`config.mk`:
```
export PLATFORM = sky130hd
export DESIGN_NAME = gsim_enc
export DESIGN_NICKNAME = d
export VERILOG_FILES = /design/src/rtl/gsim_pkg.sv /design/src/rtl/banded_row_mac.sv /design/src/rtl/gsim_enc.sv
export SDC_FILE = /design/constraint.sdc
export NUM_CORES = 2
export LEC_CHECK = 0
export CORE_MARGIN = 2
export CORE_UTILIZATION = 65
export DETAILED_ROUTE_END_ITERATION = 8
export PLACE_DENSITY = 0.82
export SLEW_MARGIN = 20
export SYNTH_ARGS = -nofsm -noshare
export SYNTH_HDL_FRONTEND = slang
export SYNTH_SLANG_ARGS = --single-unit
export TNS_END_PERCENT = 1
```
`constraint.sdc`:
```
create_clock -name clk -period 11.4 [get_ports clk]
set_clock_uncertainty 0.05 [all_clocks]
set_input_delay 1.14 -clock clk [delete_from_list [all_inputs] [get_ports clk]]
set_output_delay 1.14 -clock clk [all_outputs]
set_load 0.02 [all_outputs]
```
`src/rtl/gsim_pkg.sv`:
```
// rtl/gsim_pkg.sv - shared constants, state type and fixed-point helper for the Gauss-Seidel encoder/solver
//
// Purpose : common definitions for gsim_enc (b = A*x encoder) and the
//           Gauss-Seidel solver that works on the same banded system.
// Contents: problem size, band coefficients, Q16.16 widths, accumulator
//           width, FSM state enum, Q16.16 -> saturated int16 conversion.
package gsim_pkg;

   localparam int N_VAR       = 16;
   localparam int IDX_W       = 4;              // index into x/b arrays
   localparam int CNT_W       = 5;              // counts up to CALC_CYCLES-1
   localparam int CALC_CYCLES = N_VAR + 2;      // 16 issue cycles + 2 drain
   localparam int N_TAPS      = 7;              // x[i-3] .. x[i+3]

   // Band of A: diagonal, then distance 1, 2, 3 (signs -, +, - applied in the MAC)
   localparam int COEF_D = 20;
   localparam int COEF_1 = 13;
   localparam int COEF_2 = 6;
   localparam int COEF_3 = 1;

   localparam int Q_W    = 32;
   localparam int Q_FRAC = 16;
   localparam int ACC_W  = 40;   // sum of |coef| = 60 < 2^6, so 32+6 bits plus margin
   localparam int B_W    = 16;

   typedef enum logic [1:0] {
      ST_RECEIVE = 2'd0,
      ST_CALC    = 2'd1,
      ST_SEND    = 2'd2
   } gsim_state_e;

   localparam logic signed [ACC_W-1:0] HALF_LSB = 40'sh00_0000_8000;
   localparam logic signed [ACC_W-1:0] B_MAX    = 40'sd32767;
   localparam logic signed [ACC_W-1:0] B_MIN    = -40'sd32768;

   // Q16.16 accumulator -> integer, rounding half up (floor(v+0.5)) or
   // flooring, then clamped to the int16 range.
   function automatic logic signed [B_W-1:0] q_to_int_sat(
      input logic signed [ACC_W-1:0] v,
      input logic                    round_en
   );
      logic signed [ACC_W-1:0] biased;
      logic signed [ACC_W-1:0] shifted;
      logic signed [B_W-1:0]   res;
      biased  = round_en ? (v + HALF_LSB) : v;
      shifted = biased >>> Q_FRAC;
      if (shifted > B_MAX) begin
         res = 16'sh7FFF;
      end else if (shifted < B_MIN) begin
         res = 16'sh8000;
      end else begin
         res = shifted[B_W-1:0];
      end
      return res;
   endfunction

endpackage

```
`src/rtl/banded_row_mac.sv`:
```
// rtl/banded_row_mac.sv - two-stage shift-add MAC for one row of the banded matrix
//
// Purpose : sum_o = 20*x[i] - 13*(x[i-1]+x[i+1]) + 6*(x[i-2]+x[i+2])
//                   - (x[i-3]+x[i+3]), two cycles after valid_i.
// Ports   : clk, reset (async active-low)
//           valid_i  - taps_i hold a row this cycle
//           taps_i   - taps_i[k] = x[i+k-3], out-of-range neighbours as zero
//           valid_o  - sum_o holds the row issued two cycles earlier
//           sum_o    - signed 40-bit Q16.16 row sum
module banded_row_mac
   import gsim_pkg::*;
(
   input  logic                           clk,
   input  logic                           reset,
   input  logic                           valid_i,
   input  logic [N_TAPS-1:0][Q_W-1:0]     taps_i,
   output logic                           valid_o,
   output logic signed [ACC_W-1:0]        sum_o
);

   // The shift-add network below is hard-wired for this band.
   if (COEF_D != 20 || COEF_1 != 13 || COEF_2 != 6 || COEF_3 != 1) begin : g_coef_check
      $error("banded_row_mac: shift-add network assumes coefficients 20/13/6/1");
   end

   logic signed [ACC_W-1:0] tap_e [N_TAPS];
   logic signed [ACC_W-1:0] pair1, pair2, pair3;
   logic signed [ACC_W-1:0] diag_d, w1_d, w2_d, w3_d;
   logic signed [ACC_W-1:0] diag_q, w1_q, w2_q, w3_q;
   logic signed [ACC_W-1:0] sum_d, sum_q;
   logic                    v1_q, v2_q;

   // Stage 1: sign-extend, symmetric pair sums and weighted terms.
   always_comb begin
      for (int k = 0; k < N_TAPS; k++) begin
         tap_e[k] = {{(ACC_W-Q_W){taps_i[k][Q_W-1]}}, taps_i[k]};
      end
      pair1  = tap_e[2] + tap_e[4];
      pair2  = tap_e[1] + tap_e[5];
      pair3  = tap_e[0] + tap_e[6];
      diag_d = (tap_e[3] <<< 4) + (tap_e[3] <<< 2);
      w1_d   = (pair1 <<< 3) + (pair1 <<< 2) + pair1;
      w2_d   = (pair2 <<< 2) + (pair2 <<< 1);
      w3_d   = pair3;
   end

   // Stage 2: combine with the band signs.
   always_comb begin
      sum_d = diag_q - w1_q + w2_q - w3_q;
   end

   always_ff @(posedge clk or negedge reset) begin
      if (!reset) begin
         v1_q   <= 1'b0;
         v2_q   <= 1'b0;
         diag_q <= '0;
         w1_q   <= '0;
         w2_q   <= '0;
         w3_q   <= '0;
         sum_q  <= '0;
      end else begin
         v1_q   <= valid_i;
         diag_q <= diag_d;
         w1_q   <= w1_d;
         w2_q   <= w2_d;
         w3_q   <= w3_d;
         v2_q   <= v1_q;
         sum_q  <= sum_d;
      end
   end

   assign valid_o = v2_q;
   assign sum_o   = sum_q;

endmodule

```
`src/rtl/gsim_enc.sv`:
```
// rtl/gsim_enc.sv - b = A*x encoder for the fixed 16x16 banded Gauss-Seidel system
//
// Purpose : collects 16 Q16.16 x elements, computes the 16 rows of A*x
//           through banded_row_mac, converts each to a saturated int16
//           and streams b0..b15 out on 16 consecutive cycles.
// Params  : ROUND_EN - 1 round half up, 0 floor
// Ports   : clk, reset (async active-low)
//           in_en, x_in   - input word strobe and Q16.16 data (x0 first)
//           out_valid     - b_out valid this cycle
//           b_out         - int16 result (b0 first), held while out_valid=0
module gsim_enc
   import gsim_pkg::*;
#(
   parameter int ROUND_EN = 1
)
(
   input  logic                  clk,
   input  logic                  reset,
   input  logic                  in_en,
   input  logic signed [Q_W-1:0] x_in,
   output logic                  out_valid,
   output logic signed [B_W-1:0] b_out
);

   gsim_state_e               state_q, state_d;
   logic [CNT_W-1:0]          cnt_q, cnt_d;
   logic                      out_valid_q, out_valid_d;
   logic signed [B_W-1:0]     b_out_q, b_out_d;

   logic signed [Q_W-1:0]     x_q [N_VAR];
   logic signed [B_W-1:0]     b_q [N_VAR];

   logic                      x_we;
   logic                      issue;
   logic [N_TAPS-1:0][Q_W-1:0] taps;
   logic                      mac_valid;
   logic signed [ACC_W-1:0]   mac_sum;
   logic [IDX_W-1:0]          b_wr_idx;

   // FSM next state and output register inputs
   always_comb begin
      state_d     = state_q;
      cnt_d       = cnt_q;
      out_valid_d = 1'b0;
      b_out_d     = b_out_q;
      x_we        = 1'b0;
      issue       = 1'b0;
      case (state_q)
         ST_RECEIVE: begin
            if (in_en) begin
               x_we = 1'b1;
               if (cnt_q == CNT_W'(N_VAR-1)) begin
                  state_d = ST_CALC;
                  cnt_d   = '0;
               end else begin
                  cnt_d = cnt_q + CNT_W'(1);
               end
            end
         end
         ST_CALC: begin
            issue = (cnt_q < CNT_W'(N_VAR));
            if (cnt_q == CNT_W'(CALC_CYCLES-1)) begin
               state_d = ST_SEND;
               cnt_d   = '0;
            end else begin
               cnt_d = cnt_q + CNT_W'(1);
            end
         end
         ST_SEND: begin
            out_valid_d = 1'b1;
            b_out_d     = b_q[cnt_q[IDX_W-1:0]];
            if (cnt_q == CNT_W'(N_VAR-1)) begin
               state_d = ST_RECEIVE;
               cnt_d   = '0;
            end else begin
               cnt_d = cnt_q + CNT_W'(1);
            end
         end
         default: begin
            state_d = ST_RECEIVE;
            cnt_d   = '0;
         end
      endcase
   end

   // Seven-tap window around row cnt_q; the wrap of negative indices in
   // the unsigned sum lands above N_VAR, so one compare covers both edges.
   always_comb begin
      logic [CNT_W+1:0] idx;
      taps = '0;
      for (int t = 0; t < N_TAPS; t++) begin
         idx = {2'b00, cnt_q} + (CNT_W+2)'(t) - (CNT_W+2)'(3);
         if (idx < (CNT_W+2)'(N_VAR)) begin
            taps[t] = x_q[idx[IDX_W-1:0]];
         end
      end
   end

   banded_row_mac u_mac (
      .clk     (clk),
      .reset   (reset),
      .valid_i (issue),
      .taps_i  (taps),
      .valid_o (mac_valid),
      .sum_o   (mac_sum)
   );

   // The MAC answers two cycles after issue, so the row is cnt_q - 2.
   assign b_wr_idx = cnt_q[IDX_W-1:0] - IDX_W'(2);

   always_ff @(posedge clk or negedge reset) begin
      if (!reset) begin
         state_q     <= ST_RECEIVE;
         cnt_q       <= '0;
         out_valid_q <= 1'b0;
         b_out_q     <= '0;
      end else begin
         state_q     <= state_d;
         cnt_q       <= cnt_d;
         out_valid_q <= out_valid_d;
         b_out_q     <= b_out_d;
      end
   end

   // Data arrays carry no reset; a frame always overwrites every entry.
   always_ff @(posedge clk) begin
      if (x_we) begin
         x_q[cnt_q[IDX_W-1:0]] <= x_in;
      end
      if (mac_valid) begin
         b_q[b_wr_idx] <= q_to_int_sat(mac_sum, ROUND_EN != 0);
      end
   end

   assign out_valid = out_valid_q;
   assign b_out     = b_out_q;

endmodule
```
==> flow_summary.toml <==
[sta]
hold_violations = 0
period_needed_ns = 8.87
grt_setup_unrepaired = "false"
clock.fmax_mhz = 113
worstMarginPinSlew_ns = 1.22
drv_slew = 0
tns_ns = 0
setup_violations = 0
maxSlewHeadroom = 0.183
fin_crit_sh = 0.778

[cts]
clock_tree.root_cell = "clkbuf_16"
cts.clk_slew.worst_paths_ns = 0.06
cts_resized = 0
cts_tree = "yes"
cts_setup_buffers = 0
clock_latency_ns = 0.75
cts_buffer_depth = 3
htreeDepth = 3
cts_buffers = 101
numClockSinks = 959
cts_hold_buf = 0

[synth]
netlist_area_um2 = 64000
synth-edff-count = 768
syn_area_per_cell_um2 = 13.4
postSynth.asyncResetShare = 0.199
synth_nets = 5172
synth_cell_type_count = 95
synth_top_area_share = 0.360
ys_warn_count = 0
ys.flop_type = "edfxtp_1"
yosysTopAreaCell = "edfxtp_1"
ys_top_cells_by_area = "edfxtp_1, mux4_2, dfrtp_1"
ys_seq_elements = 959
synthCells = 4787
seq_area_frac_synth = 0.435

[critical_path]
critPathMaxFanout = 29
crit_path_max_incr_delay_ns = 0.85
path_buf_inv = 4
critPathRequiredTime_ns = 11.88
crit_path_end_kind = "register"
slowest_stage = "dfrtp_4"
crit_chain = "buf_4, nand2_1, nor2_1, buf_4, nor2_1, a21oi_4, a211oi_1, ha_1, inv_1, fa_1, nor2b_1, o2111ai_1, a31oi_2, a31oi_2, o31a_1, o21ai_1, a221oi_1, a21oi_1, xor2_1, ha_1, inv_1, nor3_1, a2111oi_0, o311ai_1"
worstSetupPathType = "reg2reg"
startpoint_type = "register"
crit_family = "compound AO/OA/AOI/OAI gates"
worst_ep_arrival_time_ns = 9.35

[global_routing]
grt_util_met3 = 0.112
grt_pass1_wl_um = 286000
grt_busiest_layer = "met2"
track_usage = 0.382
use_met1 = 0.498
overflow = 0
antenna_found_initial = 5
met2_usage = 0.571
grt_pass1_vias = 45400
grt_max_degree = 133

[finish]
area_delta_synth_final_pct = 8.71
nNetsFinal = 5130
drive_gt1_frac = 0.204

[die]
io_pins = 52
die_area_um2 = 101000
initial_core_util = 0.653
fp.dieH_um = 318
dieWidth_um = 318
coreArea_um2 = 98000
row_count = 115

[job]
cap_violations = 0

[place]
io_buffer_count = 51
hpwl_um = 124000
place_congestion = 0.987

[route]
final_antenna_net_count = 0
dr.pass1.iters = 7
vias = 46500
drt_iter0_drc = 7102
vias_per_cell = 7.59
drc_errors = 0
routedWlPerCell_um = 31.4
wl_um = 193000

[min_path]
min_path_type = "in2async"

[run_status]
status = "finished, final reports clean"
[sequential cells by signal, summed over array words and instances, names as in the netlist]
signal	count
x_q	512
state_q	2
u_mac.w1_q	37
u_mac.valid_o	1
cnt_q	5
u_mac.sum_o	25
u_mac.v1_q	1
u_mac.diag_q	35
b_out	16
u_mac.w2_q	35
u_mac.w3_q	33
b_q	256
out_valid	1
[cell type report]
cell class | count | area [um2]
Antenna cell | 7 | 17.5
Clock buffer | 127 | 2690
Clock inverter | 60 | 764
Fill cell | 6128 | 28400
Inverter | 197 | 739
Multi-Input combinational cell | 3339 | 34600
Sequential cell | 959 | 27900
Tap cell | 1287 | 1610
Timing Repair Buffer | 147 | 1300
[cell usage in the layout, fill, tap and decap left out, drive strengths merged, types with 29 or more instances in the layout]
cell type / n
inv: 200
edfxtp: 768
mux4: 588
a211oi: 242
a221oi: 35
clkinv: 33
xnor2: 121
fa: 88
a21o: 122
nor2: 218
xor2: 89
mux2: 49
o21a: 29
nand4: 29
buf: 96
clkbuf: 128
o21bai: 32
dfrtp: 191
clkdlybuf4s50: 50
ha: 262
a21oi: 254
nand2: 245
mux2i: 161
nor3: 42
o21ai: 149
nor2b: 186
nand3: 64
[logic make-up (layout without fill, tap and decap cells)]
family / Yosys count / after routing / share of synthesized area
buffers and inverters: 489 / 531 / 0.0305
flip-flops: 959 / 959 / 0.435
XOR/XNOR: 213 / 213 / 0.0302
multiplexers: 798 / 798 / 0.241
adder cells (fa/ha/maj): 350 / 350 / 0.0788
other: 0 / 7 / 0
AO/OA/AOI/OAI: 1074 / 1074 / 0.115
AND/OR/NAND/NOR: 904 / 904 / 0.0691
[stage by stage]
stage	std cells	setup slack, ns	util	instance area, um2	hold WS, ns
3_3_place_gp	5929	2.97	0.674	66000	0.286
5_1_grt	6116	1.97	0.710	69500	0.294
6_report	6123	2.53	0.710	69500	0.275
2_1_floorplan	4787	3.21	-	64000	0.281
3_5_place_dp	5929	2.71	0.674	66000	0.292
4_1_cts	6116	2.66	0.709	69500	0.256
[cell usage after synthesis (25+ instances only)]
| cell | instances |
|---|---|
| edfxtp_1 | 768 |
| mux4_2 | 588 |
| ha_1 | 262 |
| a21oi_1 | 250 |
| nand2_1 | 245 |
| a211oi_1 | 240 |
| nor2_1 | 218 |
| inv_1 | 195 |
| dfrtp_1 | 191 |
| nor2b_1 | 186 |
| clkbuf_1 | 164 |
| mux2i_1 | 161 |
| a21o_1 | 122 |
| xnor2_1 | 119 |
| o21ai_0 | 114 |
| fa_1 | 88 |
| xor2_1 | 88 |
| buf_2 | 81 |
| nand3_1 | 64 |
| mux2_2 | 48 |
| buf_1 | 44 |
| nor3_1 | 40 |
| o21ai_1 | 35 |
| a221oi_1 | 34 |
| o21bai_1 | 31 |
| o21a_1 | 29 |
| and3_1 | 28 |
| nand2b_1 | 28 |
| nand4_1 | 28 |
| o22ai_1 | 25 |
[metal layers]
metal / part of all wire / routed length, um / vias up
met3: 0.14 / 27200 / 929
li1: - / - / 18900
met5: 0.00035 / 68 / -
met4: 0.074 / 14300 / 10
met2: 0.44 / 85300 / 3754
met1: 0.34 / 65700 / 22900
[worst reg2reg max path, cell delays in order, from the launching register on]
cell and delay, ns:
dfrtp_4 0.85, buf_4 0.60, nand2_1 0.46, nor2_1 0.21
buf_4 0.47, nor2_1 0.14, a21oi_4 0.77, a211oi_1 0.17
ha_1 0.26, inv_1 0.07, fa_1 0.26, nor2b_1 0.10
o2111ai_1 0.29, a31oi_2 0.21, a31oi_2 0.48, o31a_1 0.33
o21ai_1 0.21, a221oi_1 0.67, a21oi_1 0.24, xor2_1 0.36
ha_1 0.31, inv_1 0.18, nor3_1 0.09, a2111oi_0 0.62
o311ai_1 0.23
[worst paths after layout]
check,to,slack (ns),start,depth (start not counted)
min in group clk,u_mac.valid_o,0.31,u_mac.v1_q,0
max in group asynchronous,u_mac.w3_q[22],9.75,reset,2
hold reg to reg,u_mac.valid_o,0.31,u_mac.v1_q,0
hold / removal,out_valid,0.27,reset,1
setup reg to reg,u_mac.w2_q[32],2.53,cnt_q[2],24
setup / recovery,u_mac.w2_q[32],2.53,cnt_q[2],24
Power is not shown: default switching activity piles up to over one toggle a cycle in this logic, so the estimate is an artifact.
